<file path="src/rtl/seq_add32.sv">
// Multi-cycle adder: one 8-bit carry-lookahead slice per cycle, LSB slice first,
// with the slice carry registered between cycles. Valid/ready on both sides.

module cla8 (
   input  logic [7:0] a,
   input  logic [7:0] b,
   input  logic       cin,
   output logic [7:0] sum,
   output logic       cout
);

   logic [7:0] g;
   logic [7:0] p;

   assign g = a & b;
   assign p = a ^ b;

   always_comb begin : carry_chain
      logic c;
      sum = '0;
      c   = cin;
      for (int i = 0; i < 8; i++) begin
         sum[i] = p[i] ^ c;
         c      = g[i] | (p[i] & c);
      end
      cout = c;
   end

endmodule

module seq_add32 #(
   parameter int NSLICE = 4
) (
   input  logic                  clk,
   input  logic                  rst,
   input  logic                  in_valid,
   output logic                  in_ready,
   input  logic [8*NSLICE-1:0]   a,
   input  logic [8*NSLICE-1:0]   b,
   input  logic                  cin,
   output logic                  out_valid,
   input  logic                  out_ready,
   output logic [8*NSLICE-1:0]   sum,
   output logic                  cout,
   output logic                  ovf
);

   localparam int W  = 8 * NSLICE;
   localparam int CW = (NSLICE > 1) ? $clog2(NSLICE) : 1;
   localparam logic [CW-1:0] LAST = CW'(NSLICE - 1);

   // Handshakes: a transfer happens on a rising edge where valid and ready are
   // both high. in_ready is high only in IDLE, out_valid only in DONE.
   typedef enum logic [1:0] {IDLE, RUN, DONE} state_t;

   state_t        state;
   state_t        state_next;
   logic [CW-1:0] cnt;
   logic [W-1:0]  a_reg;
   logic [W-1:0]  b_reg;
   logic [W-1:0]  res;
   logic [W-1:0]  res_next;
   logic          carry;
   logic [7:0]    slice_a;
   logic [7:0]    slice_b;
   logic [7:0]    slice_sum;
   logic          slice_cout;
   logic          last;

   assign slice_a = a_reg[8*cnt +: 8];
   assign slice_b = b_reg[8*cnt +: 8];
   assign last    = (cnt == LAST);

   cla8 u_cla8 (
      .a    (slice_a),
      .b    (slice_b),
      .cin  (carry),
      .sum  (slice_sum),
      .cout (slice_cout)
   );

   always_comb begin
      res_next = res;
      res_next[8*cnt +: 8] = slice_sum;
   end

   always_ff @(posedge clk) begin
      if (rst) state <= IDLE;
      else     state <= state_next;
   end

   always_comb begin
      state_next = state;
      in_ready   = 1'b0;
      out_valid  = 1'b0;
      case (state)
         IDLE: begin
            in_ready = 1'b1;
            if (in_valid) state_next = RUN;
         end
         RUN: begin
            if (last) state_next = DONE;
         end
         DONE: begin
            out_valid = 1'b1;
            if (out_ready) state_next = IDLE;
         end
         default: state_next = IDLE;
      endcase
   end

   // Visible outputs are only touched on the final slice edge, so the previous
   // result stays on sum/cout/ovf while a new operation is in flight.
   always_ff @(posedge clk) begin
      if (rst) begin
         cnt   <= '0;
         carry <= 1'b0;
         a_reg <= '0;
         b_reg <= '0;
         res   <= '0;
         sum   <= '0;
         cout  <= 1'b0;
         ovf   <= 1'b0;
      end else begin
         case (state)
            IDLE: begin
               if (in_valid) begin
                  a_reg <= a;
                  b_reg <= b;
                  carry <= cin;
                  cnt   <= '0;
               end
            end
            RUN: begin
               res   <= res_next;
               carry <= slice_cout;
               if (last) begin
                  sum  <= res_next;
                  cout <= slice_cout;
                  ovf  <= (a_reg[W-1] == b_reg[W-1]) && (res_next[W-1] != a_reg[W-1]);
               end else begin
                  cnt <= cnt + 1'b1;
               end
            end
            default: ;
         endcase
      end
   end

endmodule

</file>
<file path="config.mk">
export PLATFORM = sky130hd
export DESIGN_NAME = seq_add32
export DESIGN_NICKNAME = d
export VERILOG_FILES = /design/src/rtl/seq_add32.sv
export SDC_FILE = /design/constraint.sdc
export NUM_CORES = 1
export LEC_CHECK = 0
export CAP_MARGIN = 10
export CORE_MARGIN = 2
export CORE_UTILIZATION = 49
export DETAILED_ROUTE_END_ITERATION = 10
export PLACE_DENSITY = 0.75
export SLEW_MARGIN = 10
export SYNTH_ARGS = -nofsm -noshare
export SYNTH_HDL_FRONTEND = slang
export SYNTH_SLANG_ARGS = --single-unit
</file>
<file path="constraint.sdc">
create_clock -name clk -period 14.8 [get_ports clk]
set_input_delay 2.96 -clock clk [delete_from_list [all_inputs] [get_ports clk]]
set_output_delay 2.96 -clock clk [all_outputs]
set_load 0.005 [all_outputs]
</file>
## Word level (Yosys, flattened, before mapping)

Cells that the tools add are included.

| cells by class | value |
|---|---|
| add/subtract/negate cells | 2 |
| equal/unequal tests | 9 |
| shifts and indexed selects | 4 |
| multiplexer cells | 12 |
| bitwise logic cells | 26 |
| reductions and logical operators | 8 |

Operators with widths:

| operator | count |
|---|---|
| indexed part select 32 x 6 -> 8 bit | 2 |
| negation 5 -> 34 bit | 1 |
| variable shift 8 x 34 -> 32 bit, first input constant | 1 |
| indexed part select 8 x 34 -> 32 bit | 1 |
| bitwise mux 32 bit | 1 |
| two-way mux 2 bit | 5 |
| bitwise AND 1 bit | 8 |
| bitwise AND 8 bit | 1 |
| inequality test 2 bit, second input constant | 4 |
| OR 1 bit | 8 |
| bitwise XOR 1 bit | 8 |
| bitwise XOR 8 bit | 1 |
| case mux 2 bit (3 select lines) | 1 |
| AND reduction 2 bit | 3 |
| AND reduction 3 bit | 2 |
| == test 2 bit, second input constant | 2 |
| case mux 2 bit (2 select lines) | 1 |
| two-way mux 1 bit | 3 |
| adder 2 x 1 -> 2 bit, second input constant | 1 |
| == test 2 x 1 -> 1 bit, second input constant | 1 |
| logical NOT 2 bit | 1 |
| case mux 1 bit (2 select lines) | 1 |
| nonzero test 2 bit | 1 |
| == test 1 bit | 1 |
| other kinds (2) | 2 |

| word-level totals | value |
|---|---|
| bits in registers | 135 |
| output and inout port bits | 36 |
| logic and storage cells | 70 |

## Logic depth before layout (Yosys ltp)

Gate-level depths: netlist (run 1).

| depth | value |
|---|---|
| depth after elaboration | 21 |
| gate-level depth with buffers | 16 |
| mapped depth without buffers | 14 |

## Modules after synthesis

Synthesis (run 1) repeated with hierarchy kept, for this count alone.

| unflattened totals | value |
|---|---|
| cells, all modules | 652 |
| area, all modules | 5760.5 um2 |

Modules (own cells, without submodules):

| module | instances | cells each | area each (um2) | sequential area each (um2) |
|---|---|---|---|---|
| seq_add32 | 1 | 634 | 5562.8 | 2702.6 |
| cla8 | 1 | 18 | 197.7 | 0.0 |

## Worst setup path after synthesis (run 1)

Ideal clock, no wire load.

| timing path | value |
|---|---|
| kind | register to register |
| start | reg cnt[0] |
| end | reg ovf |
| arrival time | 4959 ps |
| required time | 14685 ps |
| path slack | 9726 ps |
| cell stages (with the launch flop) | 16 |
| buffers on the path | 1 |
| period minus slack after synthesis | 5074 ps |
| cell sequence | dfxtp_1 > buf_2 > mux4_2 > fa_1 > inv_1 > fa_1 > fa_1 > fa_1 > fa_1 > fa_1 > fa_1 > inv_1 > fa_1 > and4bb_2 > a221o_1 > o21a_1 |

| on the way | value |
|---|---|
| longest elaborated chain between the ends | 21 |

Ends and longest elaborated chain:

| what | line | RTL |
|---|---|---|
| start, declared | 58 | `logic [CW-1:0] cnt;` |
| start signal, assigned | 142 | `cnt <= cnt + 1'b1;` |
| indexed part select 32 x 6 -> 8 bit (on tied branches) | 70, 71 |  |
| bitwise XOR 8 bit | 16 | `assign p = a ^ b;` |
| bitwise AND 1 bit | 24 | `c = g[i] \| (p[i] & c);` |
| OR 1 bit | 24 |  |
| bitwise AND 1 bit | 24 |  |
| OR 1 bit | 24 |  |
| bitwise AND 1 bit | 24 |  |
| OR 1 bit | 24 |  |
| (+5 left out) | - |  |
| OR 1 bit | 24 |  |
| bitwise AND 1 bit | 24 |  |
| OR 1 bit | 24 |  |
| bitwise XOR 1 bit | 23 | `sum[i] = p[i] ^ c;` |
| indexed part select 8 x 34 -> 32 bit | 84 | `res_next[8*cnt +: 8] = slice_sum;` |
| bitwise mux 32 bit | 84 |  |
| inequality test 1 bit | 140 | `ovf <= (a_reg[W-1] == b_reg[W-1]) && (res_next[W-1] != a_reg[W-1]);` |
| logical AND 1 bit | 140 |  |
| end signal, assigned | 140 |  |
| end, declared | 45 | `output logic ovf` |

Parallel ways exist; a longest one is shown, timed or not.
A chain may end at the register's enable or synchronous reset.

## Final worst setup path (run 1)

| timing path | value |
|---|---|
| start | reg cnt[1] |
| end | reg ovf |

Same word-level chain as after synthesis.

==> out/results.ini, run 1 <==
[floorplanning]
coreArea_um2=11520
io-pin-count=105
die_area_um2=12750
die_h_um=112.9
num_rows=39
start_util_pct=50.46
fp.dieW_um=112.9

[placed_design]
gp_congestion=0.8222
dp_hpwl_um=9130
io_buffers=104

[global_routing]
grt_pass1_wl_um=22670
grtUsageTotal_pct=22.17
grt.overflow.total=0
grt_pass1_vias=4788
antenna_found_initial=0
grt_max_degree=87

[yosys]
syn_nets=745
synth_top_family_by_area=simple AND/OR/NAND/NOR gates
ys_types=29
synthTopCellsByArea=dfxtp_1 (47%), a21oi_1 (8.7%), nand2_1 (8.6%), a211oi_1 (8.4%), mux4_2 (6.2%)
synthAdderAreaFrac_pct=4.048
syn-cell-area_um2=5811
syn_area_per_cell_um2=8.777
synthMuxAreaShare_pct=6.202
ys_seq_elements=135
synthCells=662
synth-compound-area-share_pct=17.94
synth-simple-area-share_pct=18.73
yosys.area_share.xor_xnor_pct=0
synth_seq_area_share_pct=46.51
yosysTopAreaCellShare_pct=46.51
ys_warn_count=0
yosys.area.top_type=dfxtp_1

[final_layout]
seq_area_um2=2703
finish.utilization_pct=64.05
multi_input_area_um2=2740
fillers=956
diodes=0
drive_gt1_share_pct=7.324
synthToLayoutAreaGrowth_pct=26.94
nets=821

[setup_path]
worstPathMaxFanout=21
max_stage_delay_ps=960
crit_type=reg -> reg
r2r_start=cnt[1]
crit_end=ovf
path_common_cell=fa_1
ff2ff_setup_slack_ps=9180
crit_slowest_cell=dfxtp_1
worstSetupStartpoint=cnt[1]
cp-start-kind=flop
crit_required_ps=15100
r2r-end=ovf
crit_chain=mux4_2, fa_1, inv_1, fa_1, fa_1, fa_1, fa_1, fa_1, fa_1, inv_1, fa_1, and4bb_2, a221o_1, o21a_1
crit_arrival_ps=5910
r2r_cells=14
endpoint_kind=flop

[clock_tree]
cts.reportedPaths.clkPinSlew_ps=50
root_buffer=clkbuf_16
post_cts_buffers=0
cts_tree=yes
cts_buffer_depth=2
htreeDepth=4
clock_latency_ps=410
cts_resized=0
hold_buffers=0
cts_sinks=135
cts_buffers=17

[routing]
postRouteAntennaNets=0
drt-initial-drc-count=423
wl_per_cell_um=15.41
drc_errors=5
firstDrtPassIters=8
wl_um=13770
vias=4841
viasPerCell=5.415

[timing]
timing.fmax_ghz=0.1781
maxSlewHeadroom_pct=24.63
setup_viol=0
worst_pin_slew_ps=1131
finalCriticalPeriod_ps=5616
rsz0062_at_grt=no
slew_violations=0
skew_ps=9.134
period_share_pct=37.94
fin_tns_setup_ps=0
hold_viol_final=0

[pwr]
power.leakage_nw=2.616
ir_worst_vdd_mv=0.07047
power.density_nw_per_um2=125.9

[outcome]
failed_checks=design-rule violations
run_status=finished with violations

[min_path]
hold_path_class=reg -> reg

[flow_run]
cap_violations=0

==> cells in the final DEF, fill, tap and decap left out <==
| cell | instances |
|---|---|
| nor2b_4 | 1 |
| mux4_2 | 16 |
| nand2_1 | 133 |
| inv_1 | 23 |
| a211oi_1 | 65 |
| nor3b_1 | 1 |
| fa_1 | 8 |
| clkbuf_16 | 17 |
| and4b_1 | 1 |
| a21oi_1 | 101 |
| o211ai_1 | 2 |
| ha_1 | 6 |
| nor4bb_1 | 2 |
| nand3b_1 | 2 |
| a221o_1 | 1 |
| and3b_2 | 1 |
| clkinvlp_4 | 3 |
| clkbuf_1 | 6 |
| buf_4 | 7 |
| clkbuf_8 | 1 |
| bufinv_16 | 3 |
| dfxtp_1 | 135 |
| o21a_1 | 2 |
| clkdlybuf4s50_1 | 103 |
| or3b_2 | 1 |
| or3_1 | 1 |
| nand2b_1 | 2 |
| nor3b_2 | 1 |
| nor2_1 | 68 |
| clkinv_2 | 2 |
| a311oi_1 | 1 |
| and4bb_2 | 2 |
| nor2b_1 | 33 |
==> per-stage QoR <==
step | power, mW | instance area (um2) | hold WS, ps | worst slack (ps) | instances
2_1_floorplan | 0.4767 | 5811 | 433.1 | 9726 | 662
3_3_place_gp | 0.5119 | 6792 | 441.1 | 9309 | 862
3_5_place_dp | 0.5161 | 6792 | 445.3 | 9222 | 862
4_1_cts | 0.9305 | 7376 | 452.9 | 9202 | 894
5_1_grt | 0.9625 | 7376 | 473.4 | 8970 | 894
6_report | 0.9287 | 7376 | 452.3 | 9184 | 894
==> final cells by class <==
type	instances	share of cell area [%]
clock inverter	8	1.662
multi-input combinational	451	37.15
inverter	23	1.170
timing repair buffer	110	14.69
tap	143	2.426
clock buffer	24	6.260
sequential	135	36.64
==> report_power, final <==
part	switching (mW)	internal, mW
registers	0.0125	0.384
logic	0.0638	0.0502
clock network	0.150	0.269
==> worst max-delay path: cells and delay by family, from the launching register on <==
| family | cells | cell delay, ps |
|---|---|---|
| multiplexers | 1 | 380 |
| buffers and inverters | 2 | 130 |
| adder cells (fa/ha/maj) | 8 | 3240 |
| AND/OR/NAND/NOR | 1 | 300 |
| flip-flops | 1 | 960 |
| AO/OA/AOI/OAI | 2 | 500 |
==> cell families after synthesis <==
group	Yosys count
buffers and inverters	76
adder cells (fa/ha/maj)	14
flip-flops	135
AND/OR/NAND/NOR	249
AO/OA/AOI/OAI	172
multiplexers	16
==> worst min path at each step <==
stage / to / slack [ps] / depth (start not counted) / start
2_1_floorplan: a_reg[16] / 430 / 2 / a_reg[16]
3_3_place_gp: a_reg[28] / 440 / 2 / a_reg[28]
3_5_place_dp: a_reg[20] / 450 / 2 / a_reg[20]
4_1_cts: a_reg[20] / 450 / 2 / a_reg[20]
5_1_grt: a_reg[5] / 470 / 2 / a_reg[5]
6_report: b_reg[11] / 450 / 2 / b_reg[11]
==> synthesized netlist by cell type <==
cell type	number
and4bb_2	2
and4b_1	1
nor4bb_1	2
nor2b_1	34
inv_1	23
dfxtp_1	135
nor2_1	68
a221o_1	1
or3_1	1
a21oi_1	101
nand3b_1	2
buf_6	4
o21a_1	2
nand2b_1	2
or3b_1	1
a311oi_1	1
a211oi_1	65
mux4_2	16
o211ai_1	2
buf_1	1
nor3b_1	2
clkbuf_1	17
fa_1	8
nand2_1	133
and3b_1	1
buf_4	11
buf_2	19
ha_1	6
clkbuf_2	1
==> per-layer routing <==
metal | vias up | track usage (%) | part of all wire, % | routed length (um)
met5 | - | 0 | 0 | 0
met4 | 0 | 7.398 | 1.1 | 158
met3 | 16 | 4.713 | 5.9 | 815
met2 | 182 | 36.87 | 48 | 6668
met1 | 2243 | 28.99 | 45 | 6130
li1 | 2400 | - | - | -
(Power assumes the default switching activity.)
==> inputs of run 2 (changes only) <==
clock period = 5.65 ns   (was 14.8 ns; I/O delays follow)
==> run 2 against run 1 <==
The flow still finishes with violations (design-rule violations). Hold slack lost 0.70 ps. Sequential power rose to 2.6 times the previous value. Sequential share of layout area shrank 0.28 points. Die area stayed put. Non-clock buffer count grew 4. Setup slack got worse by 8700 ps. Clock skew down 4.0 ps. Total power grew to 2.7 times the previous value. Design area up 0.78%. Clock-buffer cell count rose by 1. Fmax up 8.4%. First-iteration DRC count down 10%. Critical path type unchanged. Largest power group unchanged.
==> out/results.ini, run 2 (synthesis gave the netlist of run 1 again) <==
[outcome]
run_status=finished with violations
failed_checks=design-rule violations

[global_routing]
grtUsageTotal_pct=22.48  ; +0.32 points
grtUsageMet3_pct=5.892  ; +1.2 points
met2_usage_pct=36.39  ; -0.48 points
grt.overflow.total=0  ; unchanged
grt_pass1_vias=4759  ; -0.61%
grt_max_degree=83  ; -4.6%
top_usage_layer=met2
grt_pass1_wl_um=22780  ; +0.45%
met1_usage_pct=29.51  ; +0.52 points
antenna_found_initial=0  ; unchanged

[final_layout]
nets=825  ; +0.49%
diodes=0  ; unchanged
final_cell_mix=dfxtp_1 (135), nand2_1 (133), clkdlybuf4s50_1 (103)
drive_gt1_share_pct=8.079  ; +0.76 points
final_common_cell=dfxtp_1
synthToLayoutAreaGrowth_pct=27.93

[routing]
drt-initial-drc-count=380  ; -10%
wl_um=13670  ; -0.76%
wl_per_cell_um=15.22  ; -1.2%
postRouteAntennaNets=0  ; unchanged
drc_errors=4  ; -1
vias=4839  ; -0.041%
viasPerCell=5.389  ; -0.49%
firstDrtPassIters=10  ; +2

[timing]
worst_pin_slew_ps=1089  ; -41.92 ps
period_share_pct=91.72  ; +54 points
timing.fmax_ghz=0.1930  ; +8.4%
rsz0062_at_grt=no
hold_viol_final=0  ; unchanged
skew_ps=5.145  ; -3.990 ps
slew_violations=0  ; unchanged
whs_ps=451.6  ; -0.7030 ps
finalCriticalPeriod_ps=5182  ; -433.8 ps
setup_viol=0  ; unchanged
maxSlewHeadroom_pct=26.44  ; +1.8 points
fin_tns_setup_ps=0  ; unchanged

[setup_path]
r2r_cells=14  ; unchanged
crit_arrival_ps=5490  ; -420 ps
crit_required_ps=5960  ; -9140 ps
crit_type=reg -> reg
cp-start-kind=flop
ff2ff_setup_slack_ps=470  ; -8720 ps
r2r-end=ovf
endpoint_kind=flop
r2r_start=cnt[0]
worstPathMaxFanout=8  ; -62%

[min_path]
min_from=a_reg[25]
hold_path_end=a_reg[25]
hold_depth=2  ; unchanged
hold_path_class=reg -> reg

[placed_design]
io_buffers=104  ; unchanged
dp_hpwl_um=9373  ; +2.7%
gp_congestion=0.8066  ; -1.9%

[clock_tree]
cts_tree=yes
root_buffer=clkbuf_16
post_cts_buffers=0  ; unchanged
cts_sinks=135  ; unchanged
hold_buffers=0  ; unchanged
cts_buffers=17  ; unchanged
htreeDepth=4  ; unchanged
cts.reportedPaths.clkPinSlew_ps=50  ; about the same
clock_latency_ps=410  ; about the same
cts_resized=0  ; unchanged
cts_buffer_depth=2  ; unchanged

[floorplanning]
num_rows=39  ; unchanged
io-pin-count=105  ; unchanged
fp.dieW_um=112.9  ; unchanged
die_area_um2=12750  ; unchanged
die_h_um=112.9  ; unchanged
start_util_pct=50.46  ; unchanged
coreArea_um2=11520  ; unchanged

[pwr]
power_switching_uw=589.5  ; +160%
power_frac_clock_pct=45.8  ; +0.7 points
switching_share_pct=23.88  ; -0.46 points
p_int_mw=1.879  ; +170%
p_comb_share_pct=12.2  ; about the same
power.density_nw_per_um2=332.1  ; +160%
power.leakage_nw=2.660  ; +1.7%
seqPwrFrac_pct=41.9  ; -0.8 points
ir_worst_vdd_mv=0.1790  ; +150%

[flow_run]
cap_violations=0  ; unchanged

-- run 2: changes by cell type in the layout (fill, tap and decap cells not counted) --
cell | previous run | this run
clkbuf_1 | 6 | 4
clkinv_4 | 0 | 1
clkinvlp_4 | 3 | 1
clkbuf_8 | 1 | 4
buf_4 | 7 | 11
-- run 2: layer usage --
| layer | up-vias | wire length [um] |
|---|---|---|
| met2 | 138 | 6656 |
| met1 | 2264 | 6076 |
| met3 | 23 | 710 |
| met5 | - | 0 |
| li1 | 2414 | - |
| met4 | 0 | 225 |
-- run 2: power groups by stage --
stage                     clock network [mW]  logic [mW]  registers (mW)
after floorplan                            0       0.205            1.04
after global placement                     0       0.291            1.05
after detailed placement                   0       0.299            1.05
after CTS                               1.15       0.302            1.03
after global routing                    1.19       0.334            1.04
final                                   1.13       0.302            1.03
-- run 2: final cells by class --
class	instances	area [um2]
tap	143	178.9
timing repair buffer	114	1114
clock inverter	7	116.4
sequential	135	2703
clock buffer	25	495.5
inverter	23	86.33
fill	953	4083
multi-input combinational	451	2740
-- run 2: worst max-delay path: stages (launching register included) --
cell and delay, ps:
dfxtp_1 600, mux4_2 330, fa_1 160, inv_1 60
fa_1 380, fa_1 410, fa_1 460, fa_1 460
fa_1 460, fa_1 430, inv_1 80, fa_1 470
and4bb_2 290, a221o_1 320, o21a_1 170
-- run 2: metrics by stage --
step                instances  total power [mW]  util (%)  setup slack, ps  instance area, um2
CTS                       898             2.483     64.55            412.5                7433
global placement          866             1.343     59.24            531.1                6822
floorplan                 662             1.249         -            576.2                5811
finish                    898             2.469     64.55            468.0                7433
global route              898             2.567     64.55            167.1                7433
detailed placement        866             1.354     59.24            441.1                6822
-- run 2: worst max path at each step --
stage | start | endpoint | slack, ps | cells past startpoint
3_3_place_gp | cnt[0] | ovf | 530 | 14
5_1_grt | cnt[0] | ovf | 170 | 14
6_report | cnt[0] | ovf | 470 | 14
3_5_place_dp | cnt[0] | ovf | 440 | 14
2_1_floorplan | cnt[0] | ovf | 580 | 15
4_1_cts | cnt[0] | ovf | 410 | 14
